$ cat config.mk
export PLATFORM = sky130hd
export DESIGN_NAME = alu_op_sequencer_flat
export DESIGN_NICKNAME = d
export VERILOG_FILES = /design/src/rtl/alu_pkg.sv /design/src/rtl/alu_op_sequencer_if.sv /design/src/rtl/alu_ctrl_decode.sv /design/src/rtl/alu_op_sequencer.sv /design/src/flat_wrapper.sv
export SDC_FILE = /design/constraint.sdc
export NUM_CORES = 1
export LEC_CHECK = 0
export ABC_AREA = 1
export BUFFER_PORTS_ARGS = -buffer_cell sky130_fd_sc_hd__buf_2
export CORE_MARGIN = 1
export CORE_UTILIZATION = 43
export CTS_CLUSTER_DIAMETER = 120
export DETAILED_ROUTE_END_ITERATION = 10
export PLACE_DENSITY_LB_ADDON = 0.3
export SLEW_MARGIN = 20
export SYNTH_ARGS = -nofsm -noshare
export SYNTH_HDL_FRONTEND = slang
export SYNTH_SLANG_ARGS = --single-unit
$ cat constraint.sdc
create_clock -name clk -period 1.47 [get_ports clk]
set_clock_uncertainty 0.1 [all_clocks]
set_input_delay 0.147 -clock clk [delete_from_list [all_inputs] [get_ports clk]]
set_output_delay 0.147 -clock clk [all_outputs]
set_load 0.1 [all_outputs]
$ cat src/rtl/alu_pkg.sv
// Shared ALU opcode, control-word and sequencer state definitions.
// Imported by the sequencer, its control decoder and future control units.
package alu_pkg;

  localparam int CTRL_W = 12;

  localparam logic [3:0] OP_ADD = 4'd0;
  localparam logic [3:0] OP_SUB = 4'd1;
  localparam logic [3:0] OP_MUL = 4'd2;
  localparam logic [3:0] OP_DIV = 4'd3;
  localparam logic [3:0] OP_SHR = 4'd4;
  localparam logic [3:0] OP_SHL = 4'd5;
  localparam logic [3:0] OP_ROR = 4'd6;
  localparam logic [3:0] OP_ROL = 4'd7;
  localparam logic [3:0] OP_AND = 4'd8;
  localparam logic [3:0] OP_OR  = 4'd9;
  localparam logic [3:0] OP_NEG = 4'd10;
  localparam logic [3:0] OP_NOT = 4'd11;

  typedef enum logic [1:0] {
    IDLE,
    EXEC,
    RESP
  } state_t;

  function automatic logic op_is_legal(
    input logic [3:0] op
  );
    return op <= OP_NOT;
  endfunction

  function automatic logic op_is_muldiv(
    input logic [3:0] op
  );
    return (op == OP_MUL) || (op == OP_DIV);
  endfunction

endpackage

$ cat src/rtl/alu_op_sequencer_if.sv
// Request and result handshakes between an operation source
// and the ALU operation sequencer.
interface alu_op_sequencer_if #(
  parameter int BITS = 32
);

  logic            req_valid;
  logic            req_ready;
  logic [3:0]      req_op;
  logic [BITS-1:0] req_x;
  logic [BITS-1:0] req_y;

  logic            res_valid;
  logic            res_ready;
  logic [BITS-1:0] res_lo;
  logic [BITS-1:0] res_hi;
  logic            res_err;

  modport master (
    output req_valid,
    output req_op,
    output req_x,
    output req_y,
    output res_ready,
    input  req_ready,
    input  res_valid,
    input  res_lo,
    input  res_hi,
    input  res_err
  );

  modport slave (
    input  req_valid,
    input  req_op,
    input  req_x,
    input  req_y,
    input  res_ready,
    output req_ready,
    output res_valid,
    output res_lo,
    output res_hi,
    output res_err
  );

endinterface

$ cat src/rtl/alu_ctrl_decode.sv
// Binary opcode to one-hot ALU control word.
// Produces an all-zero word when disabled or for illegal opcodes.
module alu_ctrl_decode
  import alu_pkg::*;
(
  input  logic              en,
  input  logic [3:0]        op,
  output logic [CTRL_W-1:0] ctrl
);

  always_comb begin
    ctrl = '0;
    for (int i = 0; i < CTRL_W; i++) begin
      ctrl[i] = en && (op == 4'(i));
    end
  end

endmodule

$ cat src/rtl/alu_op_sequencer.sv
// Multi-cycle sequencer feeding a combinational ALU and
// returning its 2*BITS result through a valid/ready handshake.
module alu_op_sequencer
  import alu_pkg::*;
#(
  parameter int BITS          = 32,
  parameter int MULDIV_CYCLES = 4
) (
  input  logic                clk,
  input  logic                clr,
  alu_op_sequencer_if.slave   bus,
  output logic [CTRL_W-1:0]   alu_ctrl,
  output logic [BITS-1:0]     alu_x,
  output logic [BITS-1:0]     alu_y,
  input  logic [2*BITS-1:0]   alu_result
);

  localparam int CW = $clog2(MULDIV_CYCLES) + 1;

  state_t            state;
  logic [3:0]        op_q;
  logic [BITS-1:0]   x_q;
  logic [BITS-1:0]   y_q;
  logic [2*BITS-1:0] z_q;
  logic              err_q;
  logic [CW-1:0]     cnt;
  logic              exec;
  logic              ok;

  assign exec = (state == EXEC);

  // Divide-by-zero is rejected before the ALU ever sees it.
  assign ok = op_is_legal(bus.req_op) &&
              !((bus.req_op == OP_DIV) &&
                (bus.req_y == '0));

  always_ff @(posedge clk) begin
    if (clr) begin
      state <= IDLE;
      op_q  <= '0;
      x_q   <= '0;
      y_q   <= '0;
      z_q   <= '0;
      err_q <= 1'b0;
      cnt   <= '0;
    end else begin
      unique case (state)
        IDLE: begin
          if (bus.req_valid) begin
            op_q <= bus.req_op;
            x_q  <= bus.req_x;
            y_q  <= bus.req_y;
            if (ok) begin
              cnt <= op_is_muldiv(bus.req_op)
                   ? CW'(MULDIV_CYCLES - 1)
                   : '0;
              state <= EXEC;
            end else begin
              z_q   <= '0;
              err_q <= 1'b1;
              state <= RESP;
            end
          end
        end
        EXEC: begin
          if (cnt != '0) begin
            cnt <= cnt - 1'b1;
          end else begin
            z_q   <= alu_result;
            err_q <= 1'b0;
            state <= RESP;
          end
        end
        RESP: begin
          if (bus.res_ready) begin
            state <= IDLE;
          end
        end
        default: state <= IDLE;
      endcase
    end
  end

  alu_ctrl_decode u_dec (
    .en   (exec),
    .op   (op_q),
    .ctrl (alu_ctrl)
  );

  assign alu_x = exec ? x_q : '0;
  assign alu_y = exec ? y_q : '0;

  assign bus.req_ready = (state == IDLE) && !clr;
  assign bus.res_valid = (state == RESP);
  assign bus.res_lo    = z_q[BITS-1:0];
  assign bus.res_hi    = z_q[2*BITS-1:BITS];
  assign bus.res_err   = err_q;

endmodule

$ cat src/flat_wrapper.sv
// flat-port wrapper written by rule: the top's interface ports become plain ports
module alu_op_sequencer_flat import alu_pkg::*;
#(
  parameter int BITS          = 32,
  parameter int MULDIV_CYCLES = 4
)
  (clk, clr, alu_ctrl, alu_x, alu_y, alu_result, bus_req_valid, bus_req_op, bus_req_x, bus_req_y, bus_res_ready, bus_req_ready, bus_res_valid, bus_res_lo, bus_res_hi, bus_res_err);
  alu_op_sequencer_if #(.BITS(BITS)) bus_i ();
  input  logic clk;
  input  logic clr;
  output logic [CTRL_W-1:0] alu_ctrl;
  output logic [BITS-1:0] alu_x;
  output logic [BITS-1:0] alu_y;
  input  logic [2*BITS-1:0] alu_result;
  input wire logic [$bits(bus_i.req_valid)-1:0] bus_req_valid;
  input wire logic [$bits(bus_i.req_op)-1:0] bus_req_op;
  input wire logic [$bits(bus_i.req_x)-1:0] bus_req_x;
  input wire logic [$bits(bus_i.req_y)-1:0] bus_req_y;
  input wire logic [$bits(bus_i.res_ready)-1:0] bus_res_ready;
  output wire logic [$bits(bus_i.req_ready)-1:0] bus_req_ready;
  output wire logic [$bits(bus_i.res_valid)-1:0] bus_res_valid;
  output wire logic [$bits(bus_i.res_lo)-1:0] bus_res_lo;
  output wire logic [$bits(bus_i.res_hi)-1:0] bus_res_hi;
  output wire logic [$bits(bus_i.res_err)-1:0] bus_res_err;
  assign bus_i.req_valid = bus_req_valid;
  assign bus_i.req_op = bus_req_op;
  assign bus_i.req_x = bus_req_x;
  assign bus_i.req_y = bus_req_y;
  assign bus_i.res_ready = bus_res_ready;
  assign bus_req_ready = bus_i.req_ready;
  assign bus_res_valid = bus_i.res_valid;
  assign bus_res_lo = bus_i.res_lo;
  assign bus_res_hi = bus_i.res_hi;
  assign bus_res_err = bus_i.res_err;
  alu_op_sequencer #(.BITS(BITS), .MULDIV_CYCLES(MULDIV_CYCLES)) u_core (.clk(clk), .clr(clr), .bus(bus_i), .alu_ctrl(alu_ctrl), .alu_x(alu_x), .alu_y(alu_y), .alu_result(alu_result));
endmodule
==> metrics.yaml, run 1 <==
yosysSeqAreaShare: 0.447
synthAdderAreaFrac: 0.00405
stop_error: "[ERROR DPL-0038] Utilization greater than 100%, impossible to legalize"
synth-simple-area-share: 0.271
cts_htree_levels: 4
placed_cells: 1359
boundaryPins: 279
yosysWarnings: 0
worstEndpointType: "primary output"
dieWidth_um: 122
synth_top_cell_by_area: "dfxtp_1"
grt_max_degree: 50
place.gp.congestion: 0.790
last-stage-reached: "global routing"
synthTopCellsByArea: "dfxtp_1, nor2_1, a21oi_1"
synth_cell_types: 23
post-dp-hpwl_um: 13100
synth_top_family_by_area: "simple AND/OR/NAND/NOR gates"
status: "aborted with a tool error"
syn_inst: 918
numCtsBuffers: 17
rows: 43
synth_xor_area_frac: 0
initial_core_util: 0.444
clock-sinks: 138
die_h_um: 122
synth-compound-area-share: 0.160
syn-num-nets: 1056
synth_top_area_frac: 0.447
pre_cts_slack_ps: -208
grt-worst-endpoint: "alu_ctrl[6]"
yosys_register_bits: 138
synth_mux_area_frac: 0
syn-mean-instance-area_um2: 6.73
clock-root-buffer: "clkbuf_16"
cts_buffer_depth: 2
port_buffers: 278
syn-cell-area_mm2: 0.00618
[timing repair]
action | 4_1_cts
gates cloned | 22
setup endpoints to repair | 159
pin swaps | 35
gates resized for setup | 118
hold buffers | 122
endpoints found under the hold margin | 122
setup buffers | 24
[cell families after synthesis]
family	count (synthesis)
buffers and inverters	171
AOI/OAI and AO/OA	197
DFF	138
adders and majority gates	2
and+or+nand+nor	410
[stage by stage]
step	hold slack [ps]	TNS, ps	cell area [µm²]
after floorplan	112	-17740	6940
after global placement	280	-10250	9810
after detailed placement	281	-12880	9810
after CTS	2.09	-55040	12800
[Yosys cell counts]
library cell and count:
nand3_4 1, nand3_1 61, buf_1 4, nor2_1 186
o21ai_0 70, buf_4 4, buf_2 24, inv_1 102
or2_1 1, ha_1 2, a21oi_1 126, nor2_4 3
nor2_2 1, a21o_1 1, clkbuf_1 29, nor4_1 1
nand2_2 3, inv_2 2, buf_6 6, dfxtp_1 138
nand2_1 149, nor3_1 2, nand4_1 2
==> inputs of run 2 (changes only) <==
--- a/config.mk
+++ b/config.mk
@@ -8,10 +8,9 @@
 export ABC_AREA = 1
 export BUFFER_PORTS_ARGS = -buffer_cell sky130_fd_sc_hd__buf_2
 export CORE_MARGIN = 1
-export CORE_UTILIZATION = 43
-export CTS_CLUSTER_DIAMETER = 120
+export CORE_UTILIZATION = 40
 export DETAILED_ROUTE_END_ITERATION = 10
-export PLACE_DENSITY_LB_ADDON = 0.3
+export PLACE_DENSITY_LB_ADDON = 0.15
 export SLEW_MARGIN = 20
 export SYNTH_ARGS = -nofsm -noshare
 export SYNTH_HDL_FRONTEND = slang
==> constraint.sdc (replaced) <==
create_clock -name clk -period 1.9 [get_ports clk]
set_clock_uncertainty 0.1 [all_clocks]
set_input_delay 0.19 -clock clk [delete_from_list [all_inputs] [get_ports clk]]
set_output_delay 0.19 -clock clk [all_outputs]
set_load 0.1 [all_outputs]
==> run 2 against run 1 <==
Net effect: the flow now finishes, with violations (hold timing); synthesized cell count is the same; area after synthesis is the same.
==> metrics.yaml, run 2 <==
vias_per_cell: 4.85
reg2reg_depth: 9
cap_violations: 0
clk_latency_ps: 410
met3_usage: 0.0612
synth_common_cells: "nor2_1, nand2_1, dfxtp_1"
cts_tree: "yes"
report.final.slew_viol_count: 0
placed_cells: 1344  # -1.1%
final_cells: 1466
wire_per_inst_um: 14.1
synth_top_flop_cell: "dfxtp_1"
routed_wl_um: 20700
cts_htree_levels: 4  # unchanged
syn-mean-instance-area_um2: 6.73  # unchanged
p_leak_nw: 4.99
violations: "hold timing"
coreArea_mm2: 0.0151
fin_area_mm2: 0.0114
hold_slack_ps: -5.56
path_max_fanout: 11
hold_violations: 1
vias: 7113
largest_reg_flops: 64
top_regs: "u_core.z_q (64), u_core.x_q (32), u_core.y_q (32)"
post-dp-hpwl_um: 13000  # -0.78%
grtUsageTotal: 0.249
rows: 45  # +4.7%
yosysWarnings: 0  # unchanged
worst_slack_ps: 7.03
min_path_cells: 3
drt_iter0_drc: 382
post-route-min-period_ps: 1890
grt.met2_usage: 0.432
clk_pin_slew_ps: 60
initial_core_util: 0.408  # -0.0355
final_nets: 1402
crit_type: "reg2out"
worst-endpoint-required_ps: 1610
dieWidth_um: 126  # +3.6%
min_to: "u_core.y_q[26]$_SDFFE_PP0P_"
worst_slew_pin_slew_ps: 515
synth-edff-count: 0  # unchanged
final_common_cell: "buf_2"
die_h_um: 126  # +3.6%
pre_cts_slack_ps: 144  # +352 ps
mostFrequentLayoutCells: "buf_2, nand2_1, dfxtp_1"
drive_above_1_share: 0.355
synth.most_common_cell: "nor2_1"
overflow: 0
synth_top_cell_by_area: "dfxtp_1"
yosysSeqAreaShare: 0.447  # unchanged
hold_start: "bus_req_y[26]"
synth_cell_types: 23  # unchanged
status: "complete, but fails checks"
syn_inst: 918  # unchanged
grt_setup_unrepaired: "yes"
cts_buffer_depth: 2  # unchanged
rr_endpoint: "u_core.x_q[25]$_SDFFE_PP0P_"
drtAntennaViolNets: 0
power.density_mw_per_mm2: 1050
boundaryPins: 279  # unchanged
yosys_register_bits: 138  # unchanged
port_buffers: 278  # unchanged
use_met1: 0.280
rr_startpoint: "u_core.state[0]$_SDFFE_PP0P_"
final_core_util: 0.752
clock-sinks: 138  # unchanged
seq_area_mm2: 0.00277
finalSetupTns_ps: 0
cp-end-kind: "output port"
drt_pass1_iterations: 4
peakVddDrop_mv: 0.655
synthTopCellsByArea: "dfxtp_1, nor2_1, a21oi_1"
relSlewSlack: 0.659
nFillCells: 1120
cp-start-kind: "register"
max_freq_ghz: 0.528
async_reset_ff_frac: 0  # unchanged
total_power_mw: 11.9
syn-num-nets: 1056  # unchanged
r2r_slack_ps: 120
grt_pass1_vias: 6629
regMostFlops: "u_core.z_q"
numCtsBuffers: 17  # unchanged
grt_busiest_layer: "met2"
timing.final.crit_share: 0.996
area_growth_pct: 84.3
place.gp.congestion: 0.772  # -2.2%
finalSetupViolations: 0
syn-cell-area_mm2: 0.00618  # unchanged
clock-root-buffer: "clkbuf_16"
hold_class: "in2reg"
placed_area_mm2: 0.00953  # -2.9%
grt_max_degree: 85
multi_input_area_mm2: 0.00335
arrival_ps: 1600
grt_pass1_wl_um: 31900
die-area_mm2: 0.0160
synth_top_area_frac: 0.447  # unchanged
antenna_found_initial: 1
drcViolationCount: 0
## run 2: metal layers
layer	wire (µm)	vias to the layer above
met5	0	-
met4	782	0
met3	990	51
met2	10600	215
met1	8350	3257
li1	-	3590
## run 2: worst max path at each step
| stage | start | endpoint | slack [ps] |
|---|---|---|---|
| 4_1_cts | u_core.state[0]$_SDFFE_PP0P_ | alu_ctrl[8] | -30 |
| 5_1_grt | u_core.state[0]$_SDFFE_PP0P_ | alu_ctrl[8] | -80 |
| 3_5_place_dp | u_core.state[0]$_SDFFE_PP0P_ | alu_ctrl[4] | 140 |
| 2_1_floorplan | u_core.state[0]$_SDFFE_PP0P_ | alu_x[21] | -170 |
| 6_report | u_core.state[0]$_SDFFE_PP0P_ | alu_x[25] | 7 |
| 3_3_place_gp | u_core.state[0]$_SDFFE_PP0P_ | alu_ctrl[4] | 170 |
## run 2: timing repair
action                     in CTS  in global routing
pin swaps                       6                 16
cloned                          1                  7
hold buffers                   75                  1
resized for setup              18                 41
hold endpoints to repair       75                  1
setup endpoints to repair      72                154
setup buffers                   7                  4
## run 2: final cells by class
| class | instances | area share |
|---|---|---|
| Timing Repair inverter | 1 | 0.000988 |
| Timing Repair Buffer | 393 | 0.350 |
| Tap cell | 188 | 0.0206 |
| Multi-Input combinational cell | 609 | 0.294 |
| Sequential cell | 138 | 0.243 |
| Antenna cell | 1 | 0.000220 |
| Clock inverter | 14 | 0.0169 |
| Clock buffer | 18 | 0.0385 |
| Inverter | 104 | 0.0356 |
## run 2: logic make-up after synthesis
kind of cell               synth area share
and+or+nand+nor                       0.271
AOI/OAI and AO/OA                     0.160
buffers and inverters                 0.118
DFF                                   0.447
adders and majority gates           0.00405
## run 2: critical path, stage by stage (launching register included)
cell	delay [ps]
dfxtp_2	350
inv_2	50
nor2_4	120
buf_12	150
inv_12	50
buf_12	160
nor2_4	120
buf_12	180
## run 2: power by group
group	total [mW]	internal, mW	switching (mW)	leakage, nW
Combinational	4.93	1.41	3.52	3.55
Sequential	3.45	3.28	0.165	1.14
Clock	3.54	2.24	1.30	0.303
(Power assumes the default switching activity.)
==> inputs of run 3 (changes only) <==
--- a/config.mk
+++ b/config.mk
@@ -6,9 +6,12 @@
 export NUM_CORES = 1
 export LEC_CHECK = 0
 export ABC_AREA = 1
+export ABC_CLOCK_PERIOD_IN_PS = 1900
 export BUFFER_PORTS_ARGS = -buffer_cell sky130_fd_sc_hd__buf_2
+export CELL_PAD_IN_SITES_DETAIL_PLACEMENT = 1
+export CELL_PAD_IN_SITES_GLOBAL_PLACEMENT = 1
 export CORE_MARGIN = 1
-export CORE_UTILIZATION = 40
+export CORE_UTILIZATION = 32
 export DETAILED_ROUTE_END_ITERATION = 10
 export PLACE_DENSITY_LB_ADDON = 0.15
 export SLEW_MARGIN = 20
==> run 3 against run 2 <==
Net effect: the flow finishes with violations (hold timing, setup timing); combinational power up 6.5%; critical path depth did not move; sequential power hardly changed; clock-buffer cell count rose by 4; die area increased by 25%; worst hold slack worse by 5.0 ps; setup slack got worse by 120 ps; via count increased by 6.0%; critical path type unchanged; largest power group unchanged.
==> metrics.yaml, run 3 (synthesis gave the netlist of run 2 again) <==
worst_slack_ps: -118  # -125 ps
route.met2.wl_um: 14800  # +39%
wire_per_inst_um: 17.6  # +25%
grtUsageTotal: 0.263  # +0.0142
clock-root-buffer: "clkbuf_16"
coreArea_mm2: 0.0188  # +24%
drive_above_1_share: 0.368  # +0.0136
finalSetupViolations: 52  # +52
cap_violations: 0  # unchanged
power.density_mw_per_mm2: 1060  # +1.6%
cts_buffer_depth: 2  # unchanged
rows: 50  # +11%
clk_latency_ps: 420  # about the same
initial_core_util: 0.328  # -0.0799
grt_pass1_wl_um: 40700  # +28%
routed.top_layer: "met4"
nFillCells: 2188  # +95%
top_regs: "u_core.z_q (64), u_core.x_q (32), u_core.y_q (32)"
report.final.slew_viol_count: 0  # unchanged
worst_slew_pin_slew_ps: 533  # +17.9 ps
die_h_um: 141  # +12%
placed_area_mm2: 0.00971  # +1.9%
dr_wl_met3_um: 1260  # +28%
grt_max_degree: 72  # -15%
seq_area_mm2: 0.00277  # unchanged
cp-start-kind: "register"
vias: 7540  # +6.0%
final_common_cell: "buf_2"
cts_htree_levels: 4  # unchanged
clk_pin_slew_ps: 60  # about the same
final_nets: 1420  # +1.3%
numCtsBuffers: 17  # unchanged
peakVddDrop_mv: 0.734  # +12%
hold_class: "in2reg"
die-area_mm2: 0.0199  # +25%
area_growth_pct: 90.8
routed_wl_um: 27500  # +33%
drtAntennaViolNets: 0  # unchanged
max_freq_ghz: 0.496  # -6.2%
largest_reg_flops: 64  # unchanged
cts_tree: "yes"
clock-sinks: 138  # unchanged
drt_pass1_iterations: 5  # +1
drt_iter0_drc: 213  # -44%
p_leak_nw: 5.18  # +3.7%
antenna_found_initial: 2  # +1
dieWidth_um: 141  # +12%
place.gp.congestion: 0.766  # -0.85%
hold_violations: 1  # unchanged
relSlewSlack: 0.647  # -0.0119
port_buffers: 278  # unchanged
timing.final.crit_share: 1.06  # +0.0656
multi_input_area_mm2: 0.00337  # +0.45%
boundaryPins: 279  # unchanged
fin_area_mm2: 0.0118  # +3.5%
grt_pass1_vias: 7752  # +17%
status: "complete, but fails checks"
worst-endpoint-required_ps: 1610  # about the same
violations: "hold timing, setup timing"
path_max_fanout: 7  # -4
arrival_ps: 1730  # +130 ps
total_power_mw: 12.5  # +5.2%
drcViolationCount: 0  # unchanged
regMostFlops: "u_core.z_q"
grt_setup_unrepaired: "yes"
post-dp-hpwl_um: 15300  # +18%
mostFrequentLayoutCells: "buf_2, nand2_1, dfxtp_1"
overflow: 0  # unchanged
vias_per_cell: 4.84  # -0.19%
wl_met1_um: 10500  # +25%
post-route-min-period_ps: 2020  # +125 ps
hold_slack_ps: -10.6  # -5.02 ps
crit_type: "reg2out"
cp-end-kind: "output port"
==> run 3: cell count changes in the layout (fill, tap and decap cells not counted), moves of 6 or more <==
cell     delta
o21ai_0     -8
o21ai_1     +8
buf_8       +6
nor2_1      -6
==> run 3: area by class of cell <==
| type | count | area share |
|---|---|---|
| antenna | 2 | 0.000424 |
| inverter | 104 | 0.0339 |
| timing repair buffer | 412 | 0.362 |
| clock buffer | 22 | 0.0402 |
| tap | 260 | 0.0276 |
| sequential | 138 | 0.234 |
| multi-input combinational | 609 | 0.286 |
| clock inverter | 10 | 0.0159 |
==> run 3: timing repair <==
| action | 4_1_cts | 5_1_grt |
|---|---|---|
| gates resized for setup | 38 | 51 |
| buffers inserted | 13 | 7 |
| pin swaps | 20 | 24 |
| cloned | 2 | 9 |
| hold endpoints to repair | 76 | 0 |
| endpoints found under the setup margin | 74 | 163 |
| hold buffers | 76 | 0 |
==> run 3: layer usage <==
layer  global-route usage  up-vias
li1                     -     3626
met1                0.284     3634
met2                0.486      220
met3               0.0581       60
met4                0.126        0
met5                    0        -
==> run 3: where the power goes <==
group / internal [mW] / switching [mW] / total [mW]
sequential: 3.28 / 0.184 / 3.47
clock: 2.44 / 1.37 / 3.81
combinational: 1.55 / 3.70 / 5.25
==> run 3: through the flow <==
stage	hold WS, ps	util	setup TNS, ps	worst slack, ps	instances
2_1_floorplan	162	-	-2650	-174	918
3_3_place_gp	337	0.515	0	152	1423
3_5_place_dp	328	0.515	0	75.9	1423
4_1_cts	0.122	0.609	-4730	-117	1546
5_1_grt	9.74	0.626	-7520	-163	1557
6_report	-10.6	0.626	-2720	-118	1557
==> run 3: path summary, 6_finish.rpt <==
check             slack (ps)                         endpoint  cells past startpoint                       startpoint
setup / recovery        -120                        alu_y[27]                      7     u_core.state[0]$_SDFFE_PP0P_
hold / removal           -10       u_core.y_q[3]$_SDFFE_PP0P_                      3                     bus_req_y[3]
setup reg to reg          50       u_core.x_q[2]$_SDFFE_PP0P_                      9     u_core.state[0]$_SDFFE_PP0P_
hold reg to reg          350  u_core.bus.res_err$_SDFFE_PP0P_                      2  u_core.bus.res_err$_SDFFE_PP0P_
==> run 3: worst max-delay path: stages (launching register included) <==
cell and delay (ps):
dfxtp_2 340, inv_2 50, nor2_4 180, inv_8 100, buf_12 160, buf_12 150, nor2_4 120, buf_12 190
